==> src/rtl/multi_alarm_clock.sv <==
// multi_alarm_clock
//   Timekeeping core: seconds / minutes / hours / day-of-week counters plus
//   NUM_ALARMS independent alarm slots, each with an IDLE/RINGING/SNOOZED
//   state machine, ring timeout and (optionally) a day-of-week mask.
//
//   Optional feature macro: MULTI_ALARM_DAYMASK_EN
//     defined   : each slot keeps a 7-bit day mask (bit d = fire on day d),
//                 written via dmask_wr/dmask_in while in alarm set mode.
//     undefined : no mask registers, slots fire every day, dmask_* ignored.
//
// Ports
//   clk, rst_n          clock, asynchronous active-low reset
//   tick                1 Hz enable; time/alarm/ring/snooze counters move only on it
//   timeset, alarmset   mode levels
//   minadv, hrsadv,
//   dayadv              manual advance levels (one step per tick)
//   alarm_sel           slot being set / displayed
//   alarm_on            per-slot arm
//   dmask_wr, dmask_in  day-mask write (only with MULTI_ALARM_DAYMASK_EN)
//   snooze, dismiss     one-cycle pulses acting on every non-idle slot
//   tsec/tmin/thrs/tday current time
//   disp_min, disp_hrs  display mux (alarm in set mode, else time)
//   ringing             per-slot RINGING flag
//   buzz                registered OR of ringing
module multi_alarm_clock #(
  parameter  int NUM_ALARMS = 4,
  parameter  int SNOOZE_MIN = 9,
  parameter  int RING_SEC   = 60,
  localparam int SEL_W      = (NUM_ALARMS > 1) ? $clog2(NUM_ALARMS) : 1
) (
  input  logic                  clk,
  input  logic                  rst_n,
  input  logic                  tick,
  input  logic                  timeset,
  input  logic                  alarmset,
  input  logic                  minadv,
  input  logic                  hrsadv,
  input  logic                  dayadv,
  input  logic [SEL_W-1:0]      alarm_sel,
  input  logic [NUM_ALARMS-1:0] alarm_on,
  input  logic                  dmask_wr,
  input  logic [6:0]            dmask_in,
  input  logic                  snooze,
  input  logic                  dismiss,
  output logic [5:0]            tsec,
  output logic [5:0]            tmin,
  output logic [4:0]            thrs,
  output logic [2:0]            tday,
  output logic [5:0]            disp_min,
  output logic [4:0]            disp_hrs,
  output logic [NUM_ALARMS-1:0] ringing,
  output logic                  buzz
);

  localparam logic [11:0] SNZ_LOAD  = 12'(SNOOZE_MIN * 60);
  localparam logic [7:0]  RING_LAST = 8'(RING_SEC - 1);

  typedef enum logic [1:0] {
    S_IDLE,
    S_RING,
    S_SNZ
  } state_e;

  // ---------------------------------------------------------------------------
  // Time counters
  // ---------------------------------------------------------------------------
  logic [5:0] sec_q, sec_d;
  logic [5:0] min_q, min_d;
  logic [4:0] hrs_q, hrs_d;
  logic [2:0] day_q, day_d;

  logic run, set_mode;
  logic sec_wrap, min_wrap, hrs_wrap;
  logic min_step, hrs_step, day_step;

  always_comb begin
    run      = !timeset && !alarmset;
    set_mode = alarmset && !timeset;

    // Carries only come from the free-running seconds chain; manual
    // advances step a single field without carrying.
    sec_wrap = tick && run && (sec_q == 6'd59);
    min_wrap = sec_wrap && (min_q == 6'd59);
    hrs_wrap = min_wrap && (hrs_q == 5'd23);

    min_step = tick && !alarmset && (sec_wrap || (timeset && minadv));
    hrs_step = tick && !alarmset && (min_wrap || (timeset && hrsadv));
    day_step = tick && !alarmset && (hrs_wrap || (timeset && dayadv));

    sec_d = sec_q;
    if (tick && run) begin
      sec_d = sec_wrap ? '0 : sec_q + 6'd1;
    end
    min_d = min_q;
    if (min_step) begin
      min_d = (min_q == 6'd59) ? '0 : min_q + 6'd1;
    end
    hrs_d = hrs_q;
    if (hrs_step) begin
      hrs_d = (hrs_q == 5'd23) ? '0 : hrs_q + 5'd1;
    end
    day_d = day_q;
    if (day_step) begin
      day_d = (day_q == 3'd6) ? '0 : day_q + 3'd1;
    end
  end

  always_ff @(posedge clk or negedge rst_n) begin
    if (!rst_n) begin
      sec_q <= '0;
      min_q <= '0;
      hrs_q <= '0;
      day_q <= '0;
    end else begin
      sec_q <= sec_d;
      min_q <= min_d;
      hrs_q <= hrs_d;
      day_q <= day_d;
    end
  end

  // ---------------------------------------------------------------------------
  // Alarm time registers
  // ---------------------------------------------------------------------------
  logic [5:0] alm_min_q [NUM_ALARMS];
  logic [5:0] alm_min_d [NUM_ALARMS];
  logic [4:0] alm_hrs_q [NUM_ALARMS];
  logic [4:0] alm_hrs_d [NUM_ALARMS];

  always_comb begin
    for (int unsigned i = 0; i < NUM_ALARMS; i++) begin
      alm_min_d[i] = alm_min_q[i];
      alm_hrs_d[i] = alm_hrs_q[i];
      // An out-of-range alarm_sel never equals any slot index, so it is a no-op.
      if (tick && set_mode && (alarm_sel == SEL_W'(i))) begin
        if (minadv) begin
          alm_min_d[i] = (alm_min_q[i] == 6'd59) ? '0 : alm_min_q[i] + 6'd1;
        end
        if (hrsadv) begin
          alm_hrs_d[i] = (alm_hrs_q[i] == 5'd23) ? '0 : alm_hrs_q[i] + 5'd1;
        end
      end
    end
  end

  always_ff @(posedge clk or negedge rst_n) begin
    if (!rst_n) begin
      for (int unsigned i = 0; i < NUM_ALARMS; i++) begin
        alm_min_q[i] <= '0;
        alm_hrs_q[i] <= '0;
      end
    end else begin
      for (int unsigned i = 0; i < NUM_ALARMS; i++) begin
        alm_min_q[i] <= alm_min_d[i];
        alm_hrs_q[i] <= alm_hrs_d[i];
      end
    end
  end

  // ---------------------------------------------------------------------------
  // Day-of-week enable per slot (looked up at the day the wrap lands on)
  // ---------------------------------------------------------------------------
  logic [NUM_ALARMS-1:0] day_en;

`ifdef MULTI_ALARM_DAYMASK_EN
  logic [6:0] mask_q [NUM_ALARMS];
  logic [6:0] mask_d [NUM_ALARMS];

  always_comb begin
    for (int unsigned i = 0; i < NUM_ALARMS; i++) begin
      mask_d[i] = mask_q[i];
      if (dmask_wr && set_mode && (alarm_sel == SEL_W'(i))) begin
        mask_d[i] = dmask_in;
      end
      day_en[i] = mask_q[i][day_d];
    end
  end

  always_ff @(posedge clk or negedge rst_n) begin
    if (!rst_n) begin
      for (int unsigned i = 0; i < NUM_ALARMS; i++) begin
        mask_q[i] <= 7'h7F;
      end
    end else begin
      for (int unsigned i = 0; i < NUM_ALARMS; i++) begin
        mask_q[i] <= mask_d[i];
      end
    end
  end
`else
  logic unused_dmask;
  assign unused_dmask = ^{dmask_wr, dmask_in};
  assign day_en       = '1;
`endif

  // ---------------------------------------------------------------------------
  // Per-slot ring / snooze state machines
  // ---------------------------------------------------------------------------
  state_e      st_q   [NUM_ALARMS];
  state_e      st_d   [NUM_ALARMS];
  logic [7:0]  ring_q [NUM_ALARMS];
  logic [7:0]  ring_d [NUM_ALARMS];
  logic [11:0] snz_q  [NUM_ALARMS];
  logic [11:0] snz_d  [NUM_ALARMS];
  logic [NUM_ALARMS-1:0] match;

  always_comb begin
    for (int unsigned i = 0; i < NUM_ALARMS; i++) begin
      // Compare against the post-wrap time so the slot rings on the edge
      // that loads hh:mm:00.
      match[i] = sec_wrap && alarm_on[i] && day_en[i] &&
                 (min_d == alm_min_q[i]) && (hrs_d == alm_hrs_q[i]);

      st_d[i]   = st_q[i];
      ring_d[i] = ring_q[i];
      snz_d[i]  = snz_q[i];

      if (!alarm_on[i]) begin
        st_d[i] = S_IDLE;
      end else begin
        unique case (st_q[i])
          S_IDLE: begin
            if (match[i]) begin
              st_d[i]   = S_RING;
              ring_d[i] = '0;
            end
          end
          S_RING: begin
            if (dismiss) begin
              st_d[i] = S_IDLE;
            end else if (snooze) begin
              st_d[i]  = S_SNZ;
              snz_d[i] = SNZ_LOAD;
            end else if (tick) begin
              if (ring_q[i] == RING_LAST) begin
                st_d[i] = S_IDLE;
              end else begin
                ring_d[i] = ring_q[i] + 8'd1;
              end
            end
          end
          S_SNZ: begin
            if (dismiss) begin
              st_d[i] = S_IDLE;
            end else if (tick) begin
              // Last decrement (1 -> 0) lands back in RINGING on the same edge.
              if (snz_q[i] <= 12'd1) begin
                st_d[i]   = S_RING;
                ring_d[i] = '0;
                snz_d[i]  = '0;
              end else begin
                snz_d[i] = snz_q[i] - 12'd1;
              end
            end
          end
          default: st_d[i] = S_IDLE;
        endcase
      end
    end
  end

  always_ff @(posedge clk or negedge rst_n) begin
    if (!rst_n) begin
      for (int unsigned i = 0; i < NUM_ALARMS; i++) begin
        st_q[i]   <= S_IDLE;
        ring_q[i] <= '0;
        snz_q[i]  <= '0;
      end
    end else begin
      for (int unsigned i = 0; i < NUM_ALARMS; i++) begin
        st_q[i]   <= st_d[i];
        ring_q[i] <= ring_d[i];
        snz_q[i]  <= snz_d[i];
      end
    end
  end

  always_comb begin
    for (int unsigned i = 0; i < NUM_ALARMS; i++) begin
      ringing[i] = (st_q[i] == S_RING);
    end
  end

  logic buzz_q;

  always_ff @(posedge clk or negedge rst_n) begin
    if (!rst_n) begin
      buzz_q <= 1'b0;
    end else begin
      buzz_q <= |ringing;
    end
  end

  assign buzz = buzz_q;

  // ---------------------------------------------------------------------------
  // Time and display outputs
  // ---------------------------------------------------------------------------
  assign tsec = sec_q;
  assign tmin = min_q;
  assign thrs = hrs_q;
  assign tday = day_q;

  always_comb begin
    disp_min = min_q;
    disp_hrs = hrs_q;
    if (set_mode) begin
      disp_min = '0;
      disp_hrs = '0;
      for (int unsigned i = 0; i < NUM_ALARMS; i++) begin
        if (alarm_sel == SEL_W'(i)) begin
          disp_min = alm_min_q[i];
          disp_hrs = alm_hrs_q[i];
        end
      end
    end
  end

endmodule

==> config.mk <==
export PLATFORM = sky130hd
export DESIGN_NAME = multi_alarm_clock
export DESIGN_NICKNAME = d
export VERILOG_FILES = /design/src/rtl/multi_alarm_clock.sv
export SDC_FILE = /design/constraint.sdc
export NUM_CORES = 1
export LEC_CHECK = 0
export ABC_AREA = 1
export CAP_MARGIN = 20
export CORE_MARGIN = 2
export CORE_UTILIZATION = 65
export DETAILED_ROUTE_END_ITERATION = 6
export PLACE_DENSITY = 0.95
export RECOVER_POWER = 100
export SYNTH_ARGS = -nofsm -noshare
export SYNTH_HDL_FRONTEND = slang
export SYNTH_SLANG_ARGS = --single-unit
==> constraint.sdc <==
create_clock -name clk -period 3.3 [get_ports clk]
set_input_delay 0.33 -clock clk [delete_from_list [all_inputs] [get_ports clk]]
set_output_delay 0.33 -clock clk [all_outputs]
set_load 0.05 [all_outputs]
==> Implementation_results.wiki <==
{| class="wikitable"
! Metric !! Value
|-
| Via count of the first global-routing pass || 9341
|-
| Total routed wirelength || 26500 µm
|-
| Worst flop-to-flop path endpoint || ring_q[2]$_DFFE_PN0P_
|-
| Source of the worst register-to-register timing path || tmin[1]$_DFF_PN0_
|-
| Most used DFF post-synth || sky130_fd_sc_hd__dfrtp_1
|-
| Total power density per cell area || 646 mW/mm²
|-
| Synthesized flop and latch total || 153
|-
| Die Outline Area || 0.0164 mm²
|-
| Buffering stage count on the worst path with inverters included || 0
|-
| Detailed-routing iteration count for the pre-antenna-repair pass || 6
|-
| Peak fanout along the critical path || 16
|-
| Gate family responsible for the most delay along the worst path || simple AND/OR/NAND/NOR gates
|-
| Final clock period utilization by the worst path || 93.7%
|-
| Clock Sink Count || 153
|-
| Cell area after technology mapping || 0.00999 mm²
|-
| Total net switching power || 3030 µW
|-
| Initial antenna violation count || 0
|-
| Data arrival time of the critical path || 3430 ps
|-
| Slowest Stage Delay on Critical Path || 470 ps
|-
| Largest net degree at the start of global routing || 68
|-
| Post-layout min period || 3090 ps
|-
| Switching power share of the total || 42.0%
|-
| CTS clock-pin slew for the worst setup and hold paths || 60 ps
|-
| Drt initial violations || 1124
|-
| Worst skew pair latency || 450 ps
|-
| Number of buffers inserted by hold repair at cts || 1
|-
| Endpoint required time on the critical path || 3640 ps
|-
| Wire length of the first global-routing pass || 43700 µm
|-
| Number of maximum-capacitance violations || 1
|-
| Share of total power in sequential cells || 37.0%
|-
| Hold Violations, Final || 0
|-
| Maximum clock skew at final layout || 12.4 ps
|-
| Port Buffer Count || 51
|-
| Maximum clock frequency || 323 MHz
|-
| Per-cell routed wire length || 16.3 µm
|-
| Area growth from synthesis to layout || 11.7%
|-
| Relative slew slack || -11.0%
|-
| Final cell utilization of the core || 74.0%
|-
| Critical-path top delay cell || sky130_fd_sc_hd__dfrtp_1
|-
| Synth warn || 0
|-
| Total grt overflow || 0
|-
| CTS H-tree lvls || 4
|-
| Part of the Yosys area used for sequential elements || 38.3%
|-
| Gate power share || 34.8%
|-
| Internal cell power || 4180 µW
|-
| GRT Util Overall || 33.4%
|-
| Number of buffers inserted during clock tree synthesis || 17
|-
| Global placer's final weighted congestion || 0.977
|-
| Violations in the final reports || max-capacitance violations, max-slew violations
|-
| Worst reg-to-reg setup slack || 210 ps
|-
| Maximum ir drop on the vdd rail || 517 µV
|-
| Beginning of the critical path || tmin[1]$_DFF_PN0_
|-
| Nets in the synthesized netlist || 1405
|-
| I/O pin count || 60
|-
| Most Frequent Cell on Critical Path || sky130_fd_sc_hd__nand2_1
|-
| Post-route ant nets || 0
|-
| Series of cell instances along the critical path || ha_1 -> nand2_1 -> nor3_2 -> nand2_4 -> nand2_8 -> nand2_4 -> nand2_4 -> nand2_1 -> nand2_1 -> nand4_1 -> nor2_1 -> nand3_1 -> nand2_1 -> nand2_4 -> nand2_1 -> o21ai_2
|-
| Resized Gates After CTS || 0
|-
| Via density per instance || 6.15
|-
| Number of flops mapped to enable cells by yosys || 0
|-
| Clock power frac || 28.2%
|-
| Core area || 0.0151 mm²
|-
| Kind of start point of the critical path || register
|-
| Mean area per synthesized cell || 7.36 µm²
|-
| Starting utilization of the core area || 66.2%
|-
| Largest buffer count on any clock path || 2
|-
| Setup TNS Final || 0 ps
|-
| Cell leakage power || 0.00554 µW
|-
| Layout cell share with drive strength beyond 1 || 7.37%
|-
| Number of cell instances on the worst register-to-register path || 16
|-
| WP depth || 16
|-
| Capture point of the worst path || ring_q[2]$_DFFE_PN0P_
|-
| Final max-slew violation count || 67
|-
| Post-CTS Setup Repair Bufs || 0
|-
| Standard-cell row count || 45
|-
| Vertical extent of the die || 128 µm
|-
| Half-perimeter wire length of the detailed placement result || 18700 µm
|-
| Status || finished, violations left
|-
| Setup-failing EPs final || 0
|-
| DIE WIDTH || 128 µm
|-
| Number of library cell types mapped by synthesis || 52
|-
| Number of vias after detailed routing || 10.0k
|-
| Setup repair after global routing missed its margin || false
|-
| Root Driver || sky130_fd_sc_hd__clkbuf_16
|-
| Clock tree from TritonCTS || yes
|-
| Type of the tightest min-delay check || reg2reg
|-
| Worst-margin pin slew || 1660 ps
|-
| Final net count || 1473
|-
| Remaining routing DRC violations || 0
|-
| Final Power || 7210 µW
|-
| Async set-reset flop share out of synthesis || 100%
|-
| Endpoint class of the critical path || register
|-
| Count of antenna diodes in the layout || 0
|-
| CP Class || reg2reg
|-
| Syn Inst Count || 1358
|}
-- flip-flops by register name (all words and copies together), names as in the netlist --
signal	cells
buzz	1
tmin	6
tsec	6
ring_q	32
tday	3
thrs	5
alm_hrs_q	20
alm_min_q	24
st_q	8
snz_q	48
-- Yosys cell counts (all sizes together), types with 5 or more instances --
cell       n  area (µm²)
nor3b      6        45.0
ha        23         288
a211oi    10        75.1
nand3    123         651
nor4      12         105
a2bb2oi    5        43.8
or2       10        62.6
xor2      27         236
and3       7        43.8
inv      204         768
a221oi     5        43.8
nor3      40         205
buf        6        48.8
dfrtp    153        3830
o22ai     28         175
clkbuf     5        18.8
xnor2      5        43.8
nand3b     8        63.8
nor2     146         578
o21ai     83         475
nand2    317        1400
a21oi     80         400
nand4     25         156
-- worst min-delay path by stage --
stage                          start  cells past startpoint  slack (ps)                        to
2_1_floorplan                  rst_n                      0          30  alm_hrs_q[0]$_DFFE_PN0P_
3_3_place_gp                   rst_n                      1         370     snz_q[29]$_DFFE_PN0P_
3_5_place_dp                   rst_n                      1         370     snz_q[29]$_DFFE_PN0P_
4_1_cts                        rst_n                      2         470  alm_hrs_q[7]$_DFFE_PN0P_
5_1_grt        snz_q[23]$_DFFE_PN0P_                      1         500     snz_q[23]$_DFFE_PN0P_
6_report       snz_q[23]$_DFFE_PN0P_                      1         470     snz_q[23]$_DFFE_PN0P_
-- metal layers --
metal | routed length, µm | part of all wire (%) | GRT usage, % | vias to the layer above
li1 | - | - | - | 4668
met1 | 10600 | 40 | 42.0 | 4704
met2 | 12800 | 48 | 55.7 | 521
met3 | 2030 | 7.7 | 6.47 | 109
met4 | 1070 | 4.0 | 15.6 | 0
met5 | 0 | 0 | 0 | -
-- stage by stage --
stage                     std cells  hold WS [ps]  area (µm²)  setup slack (ps)
after floorplan                1358          34.4        9990               695
after global placement         1594           368       10700               206
after detailed placement       1594           371       10700               124
after CTS                      1627           473       11300               407
after global routing           1627           501       11200              87.7
final                          1627           473       11200               206
-- worst register-to-register path: stages, from the launching register on --
cell	delay, ps
sky130_fd_sc_hd__dfrtp_1	470
sky130_fd_sc_hd__ha_1	220
sky130_fd_sc_hd__nand2_1	90
sky130_fd_sc_hd__nor3_2	370
sky130_fd_sc_hd__nand2_4	130
sky130_fd_sc_hd__nand2_8	110
sky130_fd_sc_hd__nand2_4	100
sky130_fd_sc_hd__nand2_4	80
sky130_fd_sc_hd__nand2_1	180
sky130_fd_sc_hd__nand2_1	170
sky130_fd_sc_hd__nand4_1	130
sky130_fd_sc_hd__nor2_1	160
sky130_fd_sc_hd__nand3_1	200
sky130_fd_sc_hd__nand2_1	180
sky130_fd_sc_hd__nand2_4	150
sky130_fd_sc_hd__nand2_1	160
sky130_fd_sc_hd__o21ai_2	70
-- layout by cell type, fill, tap and decap left out, drive strengths merged, types with 28 or more instances in the layout --
cell           n
dlygate4sd3   28
inv          209
o22ai         28
a21oi         80
nor3          40
nand3        123
nand2        317
clkbuf        37
nor2         146
o21ai         83
dfrtp        153
-- power by group through the flow --
stage	Combinational [µW]	Sequential, µW	Clock (µW)
final	2510	2670	2030
after detailed placement	2540	2690	0
after CTS	2580	2660	2030
after global placement	2470	2670	0
after global routing	2740	2720	2100
after floorplan	1560	2890	0
-- layout make-up --
type                            count  area [µm²]
Clock inverter                     11         133
Tap cell                          188         235
Inverter                          206         776
Timing Repair Buffer               60         497
Multi-Input combinational cell    988        5220
Clock buffer                       21         470
Sequential cell                   153        3830
Fill cell                        1155        3930
-- cell families (layout without fill, tap and decap cells) --
family | count (synthesis) | after routing | share of synthesized area [%]
adders and majority gates | 23 | 23 | 2.88
buffers and inverters | 217 | 298 | 8.44
DFF | 153 | 153 | 38.3
xor gates and xnor gates | 32 | 32 | 2.80
and+or+nand+nor | 696 | 696 | 33.3
AOI/OAI and AO/OA | 237 | 237 | 14.3
Power figures use the tool's default switching activity.
